[config.mk]
export PLATFORM = sky130hd
export DESIGN_NAME = tilemap_access_arbiter
export DESIGN_NICKNAME = d
export VERILOG_FILES = /design/src/rtl/tilemap_access_arbiter.sv
export SDC_FILE = /design/constraint.sdc
export NUM_CORES = 1
export LEC_CHECK = 0
export CORE_UTILIZATION = 45
export CTS_CLUSTER_SIZE = 8
export DETAILED_ROUTE_END_ITERATION = 6
export GPL_ROUTABILITY_DRIVEN = 0
export HOLD_SLACK_MARGIN = 0.12
export PLACE_DENSITY = 0.67
export SLEW_MARGIN = 5
export SYNTH_ARGS = -nofsm -noshare
export SYNTH_HDL_FRONTEND = slang
export SYNTH_SLANG_ARGS = --single-unit
[constraint.sdc]
create_clock -name clk -period 3.1 [get_ports clk]
set_clock_uncertainty 0.1 [all_clocks]
set_input_delay 0.31 -clock clk [delete_from_list [all_inputs] [get_ports clk]]
set_output_delay 0.31 -clock clk [all_outputs]
set_load 0.02 [all_outputs]
[src/rtl/tilemap_access_arbiter.sv]
`default_nettype none
// +--------------------------------------------------------------------------------------+
// | tilemap_access_arbiter: single-port tilemap RAM arbiter, display > writes > reads.   |
// | Optional stall/drop statistics ports under TILEMAP_ARB_STATS_EN.  Rev 1.0             |
// +--------------------------------------------------------------------------------------+
module tilemap_access_arbiter #(
  parameter int FIFO_DEPTH = 4,
  parameter int ADDR_W     = 13,
  parameter int TILE_W     = 9
) (
  input  logic              clk,
  input  logic              resetN,
  input  logic              disp_req,
  input  logic [3:0]        disp_stage,
  input  logic [3:0]        disp_row,
  input  logic [4:0]        disp_col,
  output logic              disp_rvalid,
  output logic [TILE_W-1:0] disp_tile,
  input  logic              wr_valid,
  output logic              wr_ready,
  input  logic [3:0]        wr_stage,
  input  logic [3:0]        wr_row,
  input  logic [4:0]        wr_col,
  input  logic [TILE_W-1:0] wr_tile,
  output logic              wr_drop,
  input  logic              lr_valid,
  output logic              lr_ready,
  input  logic [3:0]        lr_stage,
  input  logic [3:0]        lr_row,
  input  logic [4:0]        lr_col,
  output logic              lr_rvalid,
  output logic [TILE_W-1:0] lr_tile,
  output logic [4:0]        fifo_level,
`ifdef TILEMAP_ARB_STATS_EN
  output logic [15:0]       stall_cycles,
  output logic [7:0]        drop_count,
`endif
  output logic [ADDR_W-1:0] ram_addr,
  output logic              ram_we,
  output logic [TILE_W-1:0] ram_wdata,
  input  logic [TILE_W-1:0] ram_rdata
);

  localparam int         PTR_W  = (FIFO_DEPTH > 1) ? $clog2(FIFO_DEPTH) : 1;
  localparam int         ENT_W  = ADDR_W + TILE_W;
  localparam logic [4:0] C_FULL = 5'(FIFO_DEPTH);

  function automatic logic [ADDR_W-1:0] flat_addr(input logic [3:0] s, input logic [3:0] r,
                                                  input logic [4:0] c);
    return ADDR_W'(s) * ADDR_W'(300) + ADDR_W'(r) * ADDR_W'(20) + ADDR_W'(c);
  endfunction

  function automatic logic in_range(input logic [3:0] r, input logic [4:0] c);
    return (r < 4'd15) && (c < 5'd20);
  endfunction

  logic [ADDR_W-1:0] w_disp_addr, w_wr_addr, w_lr_addr;
  logic              w_disp_ok, w_wr_ok;
  logic              w_empty, w_full, w_push, w_pop, w_lr_issue, w_wr_bad;
  logic [ENT_W-1:0]  w_head;
  logic [TILE_W-1:0] w_disp_data;

  logic [ENT_W-1:0]  r_fifo_mem [FIFO_DEPTH];
  logic [PTR_W-1:0]  r_rd_ptr, r_wr_ptr;
  logic [4:0]        r_level;
  logic              r_disp_p1, r_disp_bad_p1, r_disp_bad_p2, r_lr_p1;
  logic [TILE_W-1:0] r_disp_hold, r_lr_hold;

  assign w_disp_addr = flat_addr(disp_stage, disp_row, disp_col);
  assign w_wr_addr   = flat_addr(wr_stage, wr_row, wr_col);
  assign w_lr_addr   = flat_addr(lr_stage, lr_row, lr_col);
  assign w_disp_ok   = in_range(disp_row, disp_col);
  assign w_wr_ok     = in_range(wr_row, wr_col);

  assign w_empty    = (r_level == 5'd0);
  assign w_full     = (r_level == C_FULL);
  assign wr_ready   = !w_full;
  // Reads wait for an empty FIFO so they can never overtake a buffered write.
  assign lr_ready   = !disp_req && w_empty;
  assign w_push     = wr_valid && wr_ready && w_wr_ok;
  assign w_wr_bad   = wr_valid && wr_ready && !w_wr_ok;
  assign w_pop      = !disp_req && !w_empty;
  assign w_lr_issue = lr_valid && lr_ready;
  assign w_head     = r_fifo_mem[r_rd_ptr];
  assign fifo_level = r_level;

  always_ff @(posedge clk) begin
    if (w_push) r_fifo_mem[r_wr_ptr] <= {w_wr_addr, wr_tile};
  end

  always_ff @(posedge clk or negedge resetN) begin
    if (!resetN) begin
      r_rd_ptr      <= '0;
      r_wr_ptr      <= '0;
      r_level       <= '0;
      ram_addr      <= '0;
      ram_we        <= 1'b0;
      ram_wdata     <= '0;
      r_disp_p1     <= 1'b0;
      r_disp_bad_p1 <= 1'b0;
      r_disp_bad_p2 <= 1'b0;
      r_lr_p1       <= 1'b0;
      disp_rvalid   <= 1'b0;
      lr_rvalid     <= 1'b0;
      wr_drop       <= 1'b0;
      r_disp_hold   <= '0;
      r_lr_hold     <= '0;
    end else begin
      if (w_push) r_wr_ptr <= r_wr_ptr + PTR_W'(1);
      if (w_pop)  r_rd_ptr <= r_rd_ptr + PTR_W'(1);
      case ({w_push, w_pop})
        2'b10:   r_level <= r_level + 5'd1;
        2'b01:   r_level <= r_level - 5'd1;
        default: r_level <= r_level;
      endcase

      if (disp_req) begin
        ram_addr <= w_disp_addr;
        ram_we   <= 1'b0;
      end else if (w_pop) begin
        ram_addr  <= w_head[ENT_W-1:TILE_W];
        ram_wdata <= w_head[TILE_W-1:0];
        ram_we    <= 1'b1;
      end else begin
        ram_we <= 1'b0;
        if (w_lr_issue) ram_addr <= w_lr_addr;
      end

      r_disp_p1     <= disp_req;
      r_disp_bad_p1 <= disp_req && !w_disp_ok;
      r_lr_p1       <= w_lr_issue;
      disp_rvalid   <= r_disp_p1;
      r_disp_bad_p2 <= r_disp_bad_p1;
      lr_rvalid     <= r_lr_p1;
      wr_drop       <= w_wr_bad;

      if (disp_rvalid) r_disp_hold <= w_disp_data;
      if (lr_rvalid)   r_lr_hold   <= ram_rdata;
    end
  end

  // RAM data arrives in the rvalid cycle; the hold registers keep it stable afterwards.
  assign w_disp_data = r_disp_bad_p2 ? '0 : ram_rdata;
  assign disp_tile   = disp_rvalid ? w_disp_data : r_disp_hold;
  assign lr_tile     = lr_rvalid ? ram_rdata : r_lr_hold;

`ifdef TILEMAP_ARB_STATS_EN
  always_ff @(posedge clk or negedge resetN) begin
    if (!resetN) begin
      stall_cycles <= '0;
      drop_count   <= '0;
    end else begin
      if (wr_valid && !wr_ready && (stall_cycles != 16'hFFFF)) stall_cycles <= stall_cycles + 16'd1;
      if (wr_drop && (drop_count != 8'hFF)) drop_count <= drop_count + 8'd1;
    end
  end
`endif

endmodule
`default_nettype wire
Word level (Yosys, flattened, before mapping)
Memory sizes are Yosys's and may differ from the RTL's.
Cells that the tools add are included.

storage, ports and cells
  memories = 1
  bits in writable memories = 88
  word-level logic and storage cells = 69
  latch bits = 0
  bits in read-only memories = 0
  output and inout bits = 51
  bits in registers = 57
  input bits = 62

operators by class
  add/subtract/negate cells = 10
  reduce and logical (&&, ||, !) cells = 18
  $mul = 6
  muxes and demuxes = 11
  equal/unequal tests = 3
  magnitude comparators = 4
  div/mod/pow operators = 0
  shift-type cells = 0
  bitwise gates (word level) = 1

memory list
  name        words  width  read ports  clocked after memory_dff  wr ports  RTL line  source
  r_fifo_mem  4      22     1           0                         1         63        logic [ENT_W-1:0] r_fifo_mem [FIFO_DEPTH];

operator list
  operator                number
  $add A13 B5 Y13         3
  $add A13 B9 Y13         3
  $mux W13                3
  $mul A4 B7 Y11 const B  3
  $mux W9                 3
  $mul A4 B3 Y7 const B   3
  $lt A5 B5 Y1 const B    2
  $pmux W5 S2             1
  $logic_and A1 B1 Y1     9
  $lt A4 B4 Y1 const B    2
  $add A5 B1 Y5 const B   1
  $eq A5 B3 Y1 const B    1
  $logic_not A1 Y1        5
  $logic_not A5 Y1        1
  $sub A5 B1 Y5 const B   1
  $add A2 B1 Y2 const B   2
  $mux W1                 4
  $reduce_bool A3 Y1      1
  $eq A2 B1 Y1 const B    1
  $eq A2 B2 Y1 const B    1
  $reduce_and A2 Y1       1
  $reduce_bool A2 Y1      1
  $not A1 Y1              1

Longest topological paths before layout
  depth after elaboration = 6
  gate-level depth with buffers = 17
  depth with buffers taken out = 17

Worst setup path after synthesis
No wires, ideal clock.

  path type = input to register
  from = input wr_stage[2]
  to = memory r_fifo_mem[0][21] in the netlist's numbering (data pin)
  required time = 2.723 ns
  setup slack = -0.483 ns
  arrival time = 3.206 ns
  path buffers = 0
  setup time = 0.277 ns
  cell stages on the path = 13
  cells stage by stage = ha_1 fa_1 ha_1 a21o_1 a21oi_1 xnor2_1 ha_1 ha_1 or2_2 a21oi_1 a211oi_2 mux2i_1 o22ai_1

between the ends
  word-level cells in the longest chain between the ends = 3

RTL lines
  element                  RTL line  source
  start: declaration       21        input logic [3:0] wr_stage,
  $mul A4 B7 Y11           50        return ADDR_W'(s) * ADDR_W'(300) + ADDR_W'(r) * ADDR_W'(20) + ADDR_W'(c);
  $add A13 B9 Y13          50
  $add A13 B5 Y13          50
  named net w_wr_addr[12]  57        logic [ADDR_W-1:0] w_disp_addr, w_wr_addr, w_lr_addr;
  end: declaration         63

The timed path passes the listed nets, and every way through them passes these cells.

Worst setup path in the final report
  from = input disp_stage[3]
  to = register ram_addr[12]

between the ends
  word-level cells in the longest chain between the ends = 4

RTL lines
  element                 RTL line  source
  start: declaration      14        input logic [3:0] disp_stage,
  $mul A4 B7 Y11          50
  $add A13 B9 Y13         50
  $add A13 B5 Y13         50
  $mux W13                117       if (disp_req) begin
  end signal: assignment  118       ram_addr <= w_disp_addr;
  end signal: assignment  121       ram_addr <= w_head[ENT_W-1:TILE_W];
  end signal: assignment  126       if (w_lr_issue) ram_addr <= w_lr_addr;
  end: declaration        38        output logic [ADDR_W-1:0] ram_addr,

Every way passes these cells.
A chain may end at the register's enable or synchronous reset.

==> results.yml <==
run_status:
  status: "complete, but fails checks"
  violations: "design-rule violations"
routing:
  wirelength_um: 18700
  route.vias.total: 5779
  routedWlPerCell_um: 16.8
  dr.pass1.iters: 7
  antenna_left: 0
  first_iter_violations: 292
  vias_per_cell: 5.18
  drc: 14
sta:
  finalCriticalPeriod_ns: 3.04
  final-hold-violation-count: 0
  fin_ws_ns: 0.0628
  min_period_over_period: 0.980
  hold_ws_ns: 0.146
  fmax_mhz: 329
  setup_viol: 0
  max_slew_margin: 0.623
  rsz0062_at_grt: "yes"
  slew_viol_final: 0
  tightest_slew_ns: 0.565
floorplan:
  initial_core_util: 0.464
  die_area_sq_um: 19300
  die_h_um: 139
  num_io_pins: 113
  die_width_um: 139
  core_area_sq_um: 18200
  core.rowCount: 49
placement:
  hpwl_um: 14200
  dpl.cell_count: 1075
  place_ws_ns: -0.888
  portBuffers: 112
  post_dp_cell_area_sq_um: 10700
worst_setup_path:
  cp.required_ns: 3.35
  crit_top_cell: "ha_4"
  cpMaxStageDelayCell: "fa_1"
  cp_top_family: "adder cells"
  start_kind: "input pin"
  crit_type: "input pin to register"
  arrival_ns: 3.29
  timing.critical_path.buf_inv: 3
  end_kind: "register"
  crit_fanout: 4
  cpPeakStageDelay_ns: 0.53
  path_cells: "buf_8 -> ha_4 -> inv_2 -> fa_1 -> inv_2 -> ha_4 -> a21o_2 -> a21oi_2 -> xnor2_1 -> ha_1 -> ha_4 -> o21a_1 -> o21ai_2 -> a21oi_2 -> o211ai_2 -> xor2_2 -> a211oi_2"
cells_and_area:
  drive_above_1_share: 0.316
  final_cell_area_sq_um: 11700
  final_nets: 1047
  final_cells: 1116
  diodes: 0
  area_growth_pct: 39.0
clock_network:
  clock_path_buffers: 2
  cts_root_buf: "clkbuf_16"
  insertion_delay_ns: 0.43
  clkTransAtPathRegs_ns: 0.07
  cts_buffers: 17
  h-tree-depth: 4
  cts_tree: "built"
  clock-sinks: 145
global_route:
  antenna_found_initial: 0
  grt_pass1_wl_um: 30700
  grt_pass1_vias: 6277
  grt_max_degree: 37
  grt.overflow.total: 0
  track_usage: 0.204
logic_synthesis:
  async_flop_share: 0.393
  netlist_instances: 664
  ys_ff_latch: 145
  synth_nets: 837
  synth_flop_cell: "edfxtp_1"
  ys_warn_count: 0
  synth_area_per_cell_sq_um: 12.7
  syn-cell-area_sq_um: 8450
  synthDistinctLibCells: 59
  synth.yosys.seq_area_share: 0.482
  synth-edff-count: 88
pwr:
  ir_worst_vdd_uv: 473
  p_leak_uw: 0.00495
  power.total_uw: 9150
  power_density_nw_per_um2: 779
run:
  maxCapViolCount: 0
worst_hold_path:
  hp-class: "input pin to async pin"
==> cells by family after synthesis <==
group / after synthesis / share of synthesized area
multiplexers: 43 / 0.0862
adder cells (fa/ha/maj): 111 / 0.181
buffers and inverters: 96 / 0.0447
XOR/XNOR: 45 / 0.0484
AND/OR/NAND/NOR: 99 / 0.0612
AO/OA/AOI/OAI: 125 / 0.0964
flip-flops: 145 / 0.482
==> layout by cell type (no fill, tap or decap), types with 4 or more instances in the layout <==
| cell | count |
|---|---|
| a21oi_1 | 27 |
| inv_1 | 71 |
| ha_4 | 31 |
| and2_1 | 4 |
| ha_1 | 54 |
| clkdlybuf4s50_1 | 91 |
| nor2b_1 | 11 |
| fa_1 | 14 |
| clkinv_8 | 8 |
| xnor2_1 | 24 |
| mux4_2 | 22 |
| dlymetal6s2s_1 | 8 |
| o21ai_0 | 24 |
| nand3b_1 | 4 |
| edfxtp_1 | 88 |
| nor2_1 | 18 |
| inv_2 | 7 |
| a21oi_2 | 10 |
| dfrtp_1 | 57 |
| nand3_1 | 8 |
| xor2_2 | 4 |
| buf_4 | 95 |
| ha_2 | 7 |
| o21bai_1 | 4 |
| mux2_2 | 18 |
| o21ai_1 | 4 |
| a211oi_1 | 6 |
| nand2b_1 | 5 |
| o21ai_2 | 5 |
| nand2_1 | 27 |
| fa_2 | 5 |
| a21o_1 | 10 |
| xor2_1 | 15 |
| clkbuf_16 | 17 |
| buf_8 | 4 |
==> cell usage after synthesis, drive strengths merged (2+ instances only) <==
master	n	area, sq um
or3	2	12.5
a21o	13	101
a21oi	38	194
o21a	4	31.3
xnor2	26	228
a221oi	2	23.8
ha	92	1150
fa	19	380
mux2i	3	30.0
a211oi	9	82.6
nand3b	4	30.0
mux2	18	203
nand2b	6	37.5
edfxtp	88	2640
a31oi	3	18.8
clkbuf	8	30.0
dfrtp	57	1430
a41oi	2	17.5
a311oi	3	32.5
buf	9	51.3
o21ai	33	165
nand4	3	18.8
nor2b	13	81.3
mux4	22	495
a221o	2	20.0
xor2	19	181
a31o	2	17.5
o21bai	4	30.0
nor2	20	75.1
nor3	4	25.0
nand3	8	40.0
o22ai	4	25.0
nand2	27	101
nand4b	2	17.5
nor4	2	25.0
inv	78	293
and2	5	31.3
==> area by class of cell <==
| type | instances | area (sq um) |
|---|---|---|
| Multi-Input combinational cell | 423 | 4600 |
| Tap cell | 229 | 287 |
| Sequential cell | 145 | 4070 |
| Timing Repair Buffer | 208 | 1860 |
| Fill cell | 1352 | 6470 |
| Clock inverter | 15 | 206 |
| Clock buffer | 17 | 425 |
| Inverter | 79 | 297 |
==> worst reg2reg max path: cells and delay by family (launching register included) <==
kind	cells	cell delay [ns]
and+or+nand+nor	5	0.83
buffers and inverters	3	0.25
DFF	1	0.44
adders and majority gates	2	0.63
AOI/OAI and AO/OA	2	0.19
xor gates and xnor gates	2	0.27
==> stage by stage <==
step                setup TNS, ns  utilization
floorplan                  -0.657            -
detailed placement         -23.70        0.588
finish                          0        0.645
CTS                       -0.0174        0.631
global placement           -21.54        0.588
global route               -0.127        0.645
==> metal layers <==
layer | vias to the layer above | track usage | part of all wire
met3 | 25 | 0.0363 | 0.041
met1 | 2822 | 0.229 | 0.39
met4 | 0 | 0.0637 | 0.016
met2 | 124 | 0.388 | 0.55
met5 | - | 0 | 0
li1 | 2808 | - | -
==> state kept, by name (all words and copies together), names as in the netlist <==
register	cells
disp_rvalid	1
fifo_level	5
lr_rvalid	1
r_disp_bad_p1	1
r_disp_bad_p2	1
r_disp_hold	9
r_disp_p1	1
r_fifo_mem	88
r_lr_hold	9
r_lr_p1	1
r_rd_ptr	2
r_wr_ptr	2
ram_addr	13
ram_wdata	9
ram_we	1
wr_drop	1
==> where the power goes <==
part           switching (uW)  total, uW  internal (uW)
sequential                262       2870           2610
combinational            2000       4200           2200
clock                     970       2080           1110
total                    3230       9150           5920
==> worst paths after layout <==
path / from / to / slack (ns) / cells after the start
worst min register to register: r_disp_bad_p1 / r_disp_bad_p2 / 0.26 / 0
worst min-delay path: resetN / r_lr_hold[1] / 0.15 / 2
worst max-delay path: disp_stage[3] / ram_addr[12] / 0.06 / 17
max in group asynchronous: resetN / ram_wdata[6] / 2.05 / 3
min in group clk: wr_row[1] / wr_drop / 0.19 / 3
worst max register to register: fifo_level[0] / fifo_level[4] / 0.32 / 14
==> repair_timing <==
item / CTS / global route
setup buffers: 2 / 6
gates resized for setup: 63 / 59
pin swaps: 33 / 46
endpoints found under the setup margin: 32 / 21
hold endpoints to repair: 57 / 0
hold buffers: 1 / 0
Note: power is estimated with default switching activity, not from simulation.
